File: src/rtl/imem_rom_ctl.sv
`default_nettype none
// +----------------------------------------------------------------------------+
// | Module      : imem_rom_ctl                                                 |
// | Description : Writable instruction memory with a registered, handshaked    |
// |               fetch port and a loader write port. After reset the array is |
// |               cleared to FILL_WORD, one word per cycle. Misaligned or      |
// |               out-of-range fetches return FILL_WORD with rsp_fault set.    |
// |               Misaligned or out-of-range loader writes are accepted and    |
// |               dropped.                                                     |
// | Ports       : clk, rst_n (async, active-low)                               |
// |               req_valid/req_ready/req_addr   : fetch request              |
// |               rsp_valid/rsp_ready/rsp_data/rsp_fault : fetch response     |
// |               ld_valid/ld_ready/ld_addr/ld_data : loader write            |
// |               init_done : post-reset clear finished                       |
// | Revision    : 1.0 - initial release                                        |
// +----------------------------------------------------------------------------+
module imem_rom_ctl #(
  parameter int                 DATA_W    = 32,
  parameter int                 ADDR_W    = 32,
  parameter int                 DEPTH     = 64,
  parameter logic [DATA_W-1:0]  FILL_WORD = 32'h00000013
) (
  input  logic              clk,
  input  logic              rst_n,
  input  logic              req_valid,
  output logic              req_ready,
  input  logic [ADDR_W-1:0] req_addr,
  output logic              rsp_valid,
  input  logic              rsp_ready,
  output logic [DATA_W-1:0] rsp_data,
  output logic              rsp_fault,
  input  logic              ld_valid,
  output logic              ld_ready,
  input  logic [ADDR_W-1:0] ld_addr,
  input  logic [DATA_W-1:0] ld_data,
  output logic              init_done
);

  // DEPTH is a power of two, so a word index is in range exactly when every
  // address bit above the index field is zero. ADDR_W must exceed IDX_W+2.
  localparam int IDX_W = $clog2(DEPTH);
  localparam logic [IDX_W-1:0] c_last_idx = IDX_W'(DEPTH - 1);

  typedef enum logic [0:0] {
    ST_CLEAR = 1'b0,
    ST_RUN   = 1'b1
  } state_t;

  state_t            r_state;
  logic [IDX_W-1:0]  r_clr_cnt;
  logic              r_init_done;
  logic              r_rsp_valid;
  logic [DATA_W-1:0] r_rsp_data;
  logic              r_rsp_fault;
  logic [DATA_W-1:0] r_mem [DEPTH];

  logic [IDX_W-1:0]  w_req_idx;
  logic [IDX_W-1:0]  w_ld_idx;
  logic              w_req_ok;
  logic              w_ld_ok;
  logic              w_req_fire;
  logic              w_ld_fire;

  assign w_req_idx = req_addr[IDX_W+1:2];
  assign w_ld_idx  = ld_addr[IDX_W+1:2];
  assign w_req_ok  = (req_addr[1:0] == 2'b00) && (req_addr[ADDR_W-1:IDX_W+2] == '0);
  assign w_ld_ok   = (ld_addr[1:0] == 2'b00)  && (ld_addr[ADDR_W-1:IDX_W+2] == '0);

  // A full response register can take a new request in the cycle it drains.
  assign req_ready  = r_init_done && (!r_rsp_valid || rsp_ready);
  assign ld_ready   = r_init_done;
  assign init_done  = r_init_done;
  assign w_req_fire = req_valid && req_ready;
  assign w_ld_fire  = ld_valid && ld_ready;

  assign rsp_valid = r_rsp_valid;
  assign rsp_data  = r_rsp_data;
  assign rsp_fault = r_rsp_fault;

  // Clear sequencer. init_done is a registered copy of the RUN state, so it
  // rises one edge after the last word is written (edge DEPTH+1).
  always_ff @(posedge clk or negedge rst_n) begin
    if (!rst_n) begin
      r_state     <= ST_CLEAR;
      r_clr_cnt   <= '0;
      r_init_done <= 1'b0;
    end else begin
      case (r_state)
        ST_CLEAR: begin
          r_init_done <= 1'b0;
          r_clr_cnt   <= r_clr_cnt + IDX_W'(1);
          if (r_clr_cnt == c_last_idx) begin
            r_state <= ST_RUN;
          end
        end
        ST_RUN: begin
          r_init_done <= 1'b1;
        end
        default: begin
          r_state     <= ST_CLEAR;
          r_clr_cnt   <= '0;
          r_init_done <= 1'b0;
        end
      endcase
    end
  end

  // Word array. No reset: contents are defined by the clear sequence.
  always_ff @(posedge clk) begin
    if (r_state == ST_CLEAR) begin
      r_mem[r_clr_cnt] <= FILL_WORD;
    end else if (w_ld_fire && w_ld_ok) begin
      r_mem[w_ld_idx] <= ld_data;
    end
  end

  // Response register. The array read samples the pre-edge contents, which
  // gives read-before-write on a same-cycle fetch/loader collision.
  always_ff @(posedge clk or negedge rst_n) begin
    if (!rst_n) begin
      r_rsp_valid <= 1'b0;
      r_rsp_data  <= FILL_WORD;
      r_rsp_fault <= 1'b0;
    end else if (w_req_fire) begin
      r_rsp_valid <= 1'b1;
      r_rsp_data  <= w_req_ok ? r_mem[w_req_idx] : FILL_WORD;
      r_rsp_fault <= !w_req_ok;
    end else if (rsp_ready) begin
      r_rsp_valid <= 1'b0;
    end
  end

endmodule
`default_nettype wire

File: config.mk
export PLATFORM = sky130hd
export DESIGN_NAME = imem_rom_ctl
export DESIGN_NICKNAME = d
export VERILOG_FILES = /design/src/rtl/imem_rom_ctl.sv
export SDC_FILE = /design/constraint.sdc
export NUM_CORES = 2
export LEC_CHECK = 0
export CAP_MARGIN = 5
export CORE_AREA = 4 4 463 328
export CTS_CLUSTER_SIZE = 40
export DETAILED_ROUTE_END_ITERATION = 8
export DIE_AREA = 0 0 467 332
export GPL_ROUTABILITY_DRIVEN = 0
export GPL_TIMING_DRIVEN = 1
export MAX_ROUTING_LAYER = met4
export PLACE_DENSITY_LB_ADDON = 0.1
export SLEW_MARGIN = 20
export SYNTH_ARGS = -nofsm -noshare
export SYNTH_HDL_FRONTEND = slang
export SYNTH_SLANG_ARGS = --single-unit
File: constraint.sdc
create_clock -name clk -period 13.01 [get_ports clk]
set_input_delay 1.301 -clock clk [delete_from_list [all_inputs] [get_ports clk]]
set_output_delay 1.301 -clock clk [all_outputs]
set_load 0.005 [all_outputs]
==> summary.md <==
| Metric | Value |
|---|---|
| Status | `finished clean` |
| Hold worst-path end | `rsp_data[1]$_DFFE_PN1P_` |
| Vias | `between 40k and 50k` |
| Post-CTS Hold Buffers | `0` |
| Worst path cell trace | `buf_8 > buf_12 > buf_4 > mux4_2 > mux4_2 > o211ai_1 > nand3_1` |
| H-tree depth | `4` |
| Fin Clk Skew | `roughly 0.029 ns` |
| HP Class | `reg2reg` |
| Hold Crit Start | `rsp_data[1]$_DFFE_PN1P_` |
| Max frequency | `between 150 and 200 MHz` |
| Sw Share | `roughly a fifth` |
| Clk_lat worst skew | `between 0.8 and 0.9 ns` |
| Max-Cap Viols | `0` |
| Largest family of logic cells by synthesized area | `multiplexers` |
| Setup bufs post-CTS | `0` |
| CTS resizes | `0` |
| RSZ-0062 raised after global routing | `false` |
| Clock slew at reported path FFs | `0.06 ns` |
| Yosys warning count | `0` |
| Post-synthesis mux area share | `between 10% and 20%` |
| Complex-gate fraction of the synthesized area | `approximately 1.8%` |
| Final period util | `about 39%` |
| Critical path capture point type | `register` |
| Sequential cell area | `between 60000 and 70000 um^2` |
| Core Util, Final | `just over 60%` |
| Arrival time at the worst endpoint | `approximately 5.8 ns` |
| CTS buffer count | `190` |
| DIE WIDTH | `about 470 um` |
| Final setup vio count | `0` |
| Port Buffer Count | `137` |
| Pleak | `roughly 0.023 uW` |
| Gate power share | `about 2.5%` |
| CTS tree | `built` |
| Vias in the first global route | `~40k` |
| Hold depth | `1` |
| Final Hold Viols | `0` |
| Largest net degree at the start of global routing | `roughly 140` |
| Total GRT Usage | `between 20% and 30%` |
| Reg2reg setup slack | `approximately 9.1 ns` |
| Syn nets | `~3.6k` |
| Worst slew pin tran | `roughly 1.2 ns` |
| Syn Inst Count | `3543` |
| Crit path max fanout | `approximately 100` |
| Avg Cell Area, Syn | `~23 um^2` |
| Share of async-settable or async-resettable flops after synthesis | `about 2%` |
| Synthesized-area fraction occupied by xor and xnor cells | `less than 1%` |
| Crit Path Class | `in2reg` |
| Pwr Total | `13030 uW` |
| Final Max Slew Viols | `0` |
| Maximum VDD drop | `0.1474 mV` |
| 1st-pass router iterations | `6` |
| Sink Count | `2090` |
| Clock power share | `41.7%` |
| Final Net Count | `~3.9k` |
| Post-synth top flop | `edfxtp_1` |
| Share of layout cells above drive strength 1 | `between 20% and 30%` |
| Biggest cell delay along the critical path | `0.88 ns` |
| Worst r2r src | `init_done$_DFF_PN0_` |
| Post-DP Area | `85140 um^2` |
| First-pass GRT wire length | `~310 mm` |
| R2R cell count | `6` |
| Int Power | `10390 uW` |
| Simple-gate share of the synthesized area | `~2.4%` |
| Tmin final | `5.089 ns` |
| Setup_tns | `0 ns` |
| Filler cells | `between 9k and 10k` |
| Initial antenna violation count | `10` |
| Register area share after synthesis | `77.52%` |
| Core area | `147200 um^2` |
| Max transition margin | `around a fifth` |
| I/O pin count | `between 100 and 150` |
| Area of the multi-input gates | `17560 um^2` |
| Fraction of the mapped netlist area in adder cells | `0.01551%` |
| Post-synth EDFFs | `2048` |
| Critical path startpoint category | `input pin` |
| Post-DR wirelength/cell | `37.07 um` |
| Sw Pwr | `2644 uW` |
| Starting DRT DRC Count | `about 6.6k` |
| Die Ht | `between 300 and 400 um` |
| Via/cell ratio | `approximately 6.8` |
| Power per Cell Area | `~140 nW/um^2` |
| Seq cells post-synth | `roughly 2.1k` |
| Initial Utilization | `about 55%` |
| Netlist cell types | `74` |
| Clock buffer depth | `3` |
| Worst R2R End | `r_mem[47][8]$_DFFE_PP_` |
| Die Area | `155000 um^2` |
| Data required, critical path | `between 10 and 15 ns` |
| Design area | `91170 um^2` |
| Part of the power in registers | `approximately 56%` |
| Area Growth Syn to Fin | `12.98%` |
| Std-Cell Rows | `approximately 120` |
| Hold_ws | `between 0.5 and 0.6 ns` |
| Routed WL | `about 220 mm` |
| Post-route DRC | `0` |
| Critical Path Most Common Cell | `mux4_2` |
| Crit-path slowest cell | `buf_4` |
| Root buf cell | `clkbuf_16` |
| Congestion Overflow GR | `0` |
| Antenna-violating nets left | `0` |
| Detailed Place HPWL | `~120 mm` |
| Cell area after synthesis | `80690 um^2` |
-- registers in the layout (all words and copies together), names as in the netlist --
name,count
init_done,1
r_clr_cnt,6
r_mem,2048
r_state,1
rsp_data,32
rsp_fault,1
rsp_valid,1
-- cells in the mapped netlist, types with 3 or more instances --
| cell type | instances | area [um^2] |
|---|---|---|
| o311ai_0 | 3 | 26.28 |
| nor4_2 | 3 | 37.54 |
| buf_6 | 4 | 45.04 |
| o31ai_1 | 3 | 22.52 |
| edfxtp_1 | 2048 | 61500 |
| a21oi_1 | 13 | 65.06 |
| o211ai_1 | 23 | 172.7 |
| a22oi_1 | 39 | 292.8 |
| o22ai_1 | 21 | 131.4 |
| and4_1 | 4 | 35.03 |
| inv_2 | 3 | 11.26 |
| o2111ai_1 | 6 | 52.55 |
| dfstp_2 | 3 | 78.83 |
| clkbuf_1 | 71 | 266.5 |
| dfrtp_1 | 39 | 975.9 |
| a31oi_1 | 6 | 37.54 |
| xnor2_1 | 5 | 43.79 |
| nand4_1 | 13 | 81.33 |
| buf_4 | 27 | 202.7 |
| nand3_1 | 102 | 510.5 |
| nor3_1 | 33 | 165.2 |
| nor2_1 | 21 | 78.83 |
| nor4_1 | 52 | 325.3 |
| nand2b_1 | 6 | 37.54 |
| inv_1 | 8 | 30.03 |
| o21ai_0 | 22 | 110.1 |
| a32oi_1 | 27 | 236.5 |
| a221oi_1 | 3 | 26.28 |
| mux2i_1 | 85 | 850.8 |
| buf_2 | 87 | 435.4 |
| o21ai_1 | 3 | 15.01 |
| buf_1 | 16 | 60.06 |
| and2_1 | 40 | 250.2 |
| a211oi_1 | 11 | 82.58 |
| and2_0 | 4 | 25.02 |
| mux4_2 | 540 | 12160 |
| nor2b_1 | 11 | 68.82 |
| nand2_1 | 43 | 161.4 |
| o41ai_1 | 4 | 35.03 |
| mux2_2 | 49 | 551.8 |
-- metrics by stage --
step / cells / setup WS, ns
after global placement: 5599 / 7.108
after CTS: 5954 / 8.003
final: 5959 / 7.921
after detailed placement: 5599 / 7.086
after floorplan: 3543 / 6.608
after global routing: 5958 / 7.597
-- cells in the final DEF (no fill, tap or decap), drive strengths merged, types with 5 or more instances in the layout --
cell	count
diode	5
o211ai	23
buf	151
nand2	44
nor2b	11
a211oi	11
xnor2	5
edfxtp	2048
o21ai	25
nor3	34
and2	44
mux4	541
o2111ai	6
a22oi	39
a32oi	27
a31oi	6
o22ai	21
dfrtp	39
nand4	14
nor2	21
clkinv	90
inv	14
mux2i	85
mux2	49
nand3	102
clkbuf	250
clkdlybuf4s50	131
nor4	55
bufinv	10
a21oi	13
nand2b	6
-- critical path, delay by kind of cell --
kind / cells / cell delay, ns
AO/OA/AOI/OAI: 1 / 0.77
buffers and inverters: 3 / 2.08
multiplexers: 2 / 1.09
AND/OR/NAND/NOR: 1 / 0.15
-- worst max-delay path by stage --
stage	to	start	slack [ns]	depth (start not counted)
global route	rsp_data[14]$_DFFE_PN0P_	req_addr[2]	7.60	7
detailed placement	rsp_data[14]$_DFFE_PN0P_	req_addr[2]	7.09	7
global placement	rsp_data[14]$_DFFE_PN0P_	req_addr[2]	7.11	7
finish	rsp_data[14]$_DFFE_PN0P_	req_addr[2]	7.92	7
floorplan	r_mem[44][0]$_DFFE_PP_	ld_addr[20]	6.61	5
CTS	rsp_data[14]$_DFFE_PN0P_	req_addr[2]	8.00	7
-- metal layers --
metal | part of all wire, % | vias up | global-route usage (%)
li1 | - | 15760 | -
met1 | 40 | 21960 | 44.47
met2 | 45 | 2585 | 41.19
met3 | 12 | 344 | 7.542
met4 | 2.5 | 0 | 7.363
met5 | 0 | - | -
-- kinds of logic (layout without fill, tap and decap cells) --
group	Yosys count	in the layout
flip-flops	2090	2090
multiplexers	675	675
AND/OR/NAND/NOR	350	350
buffers and inverters	218	649
AO/OA/AOI/OAI	204	204
XOR/XNOR	5	5
adder cells (fa/ha/maj)	1	1
other	0	5
-- layout make-up --
cell class	instances	area share [%]
repair buffers	282	2.783
inverters	12	0.05490
clock inverters	105	0.9264
well taps	1980	2.717
clock buffers	250	5.634
multi-input cells	1235	19.26
flip-flops and latches	2090	68.61
diodes	5	0.01372
-- power by group through the flow --
stage	Clock, uW	Combinational, uW	Sequential, uW
6_report	5430	324	7270
5_1_grt	5800	340	7270
4_1_cts	5490	326	7270
3_5_place_dp	0	325	7420
3_3_place_gp	0	324	7420
2_1_floorplan	0	205	7420
(Power assumes the default switching activity.)
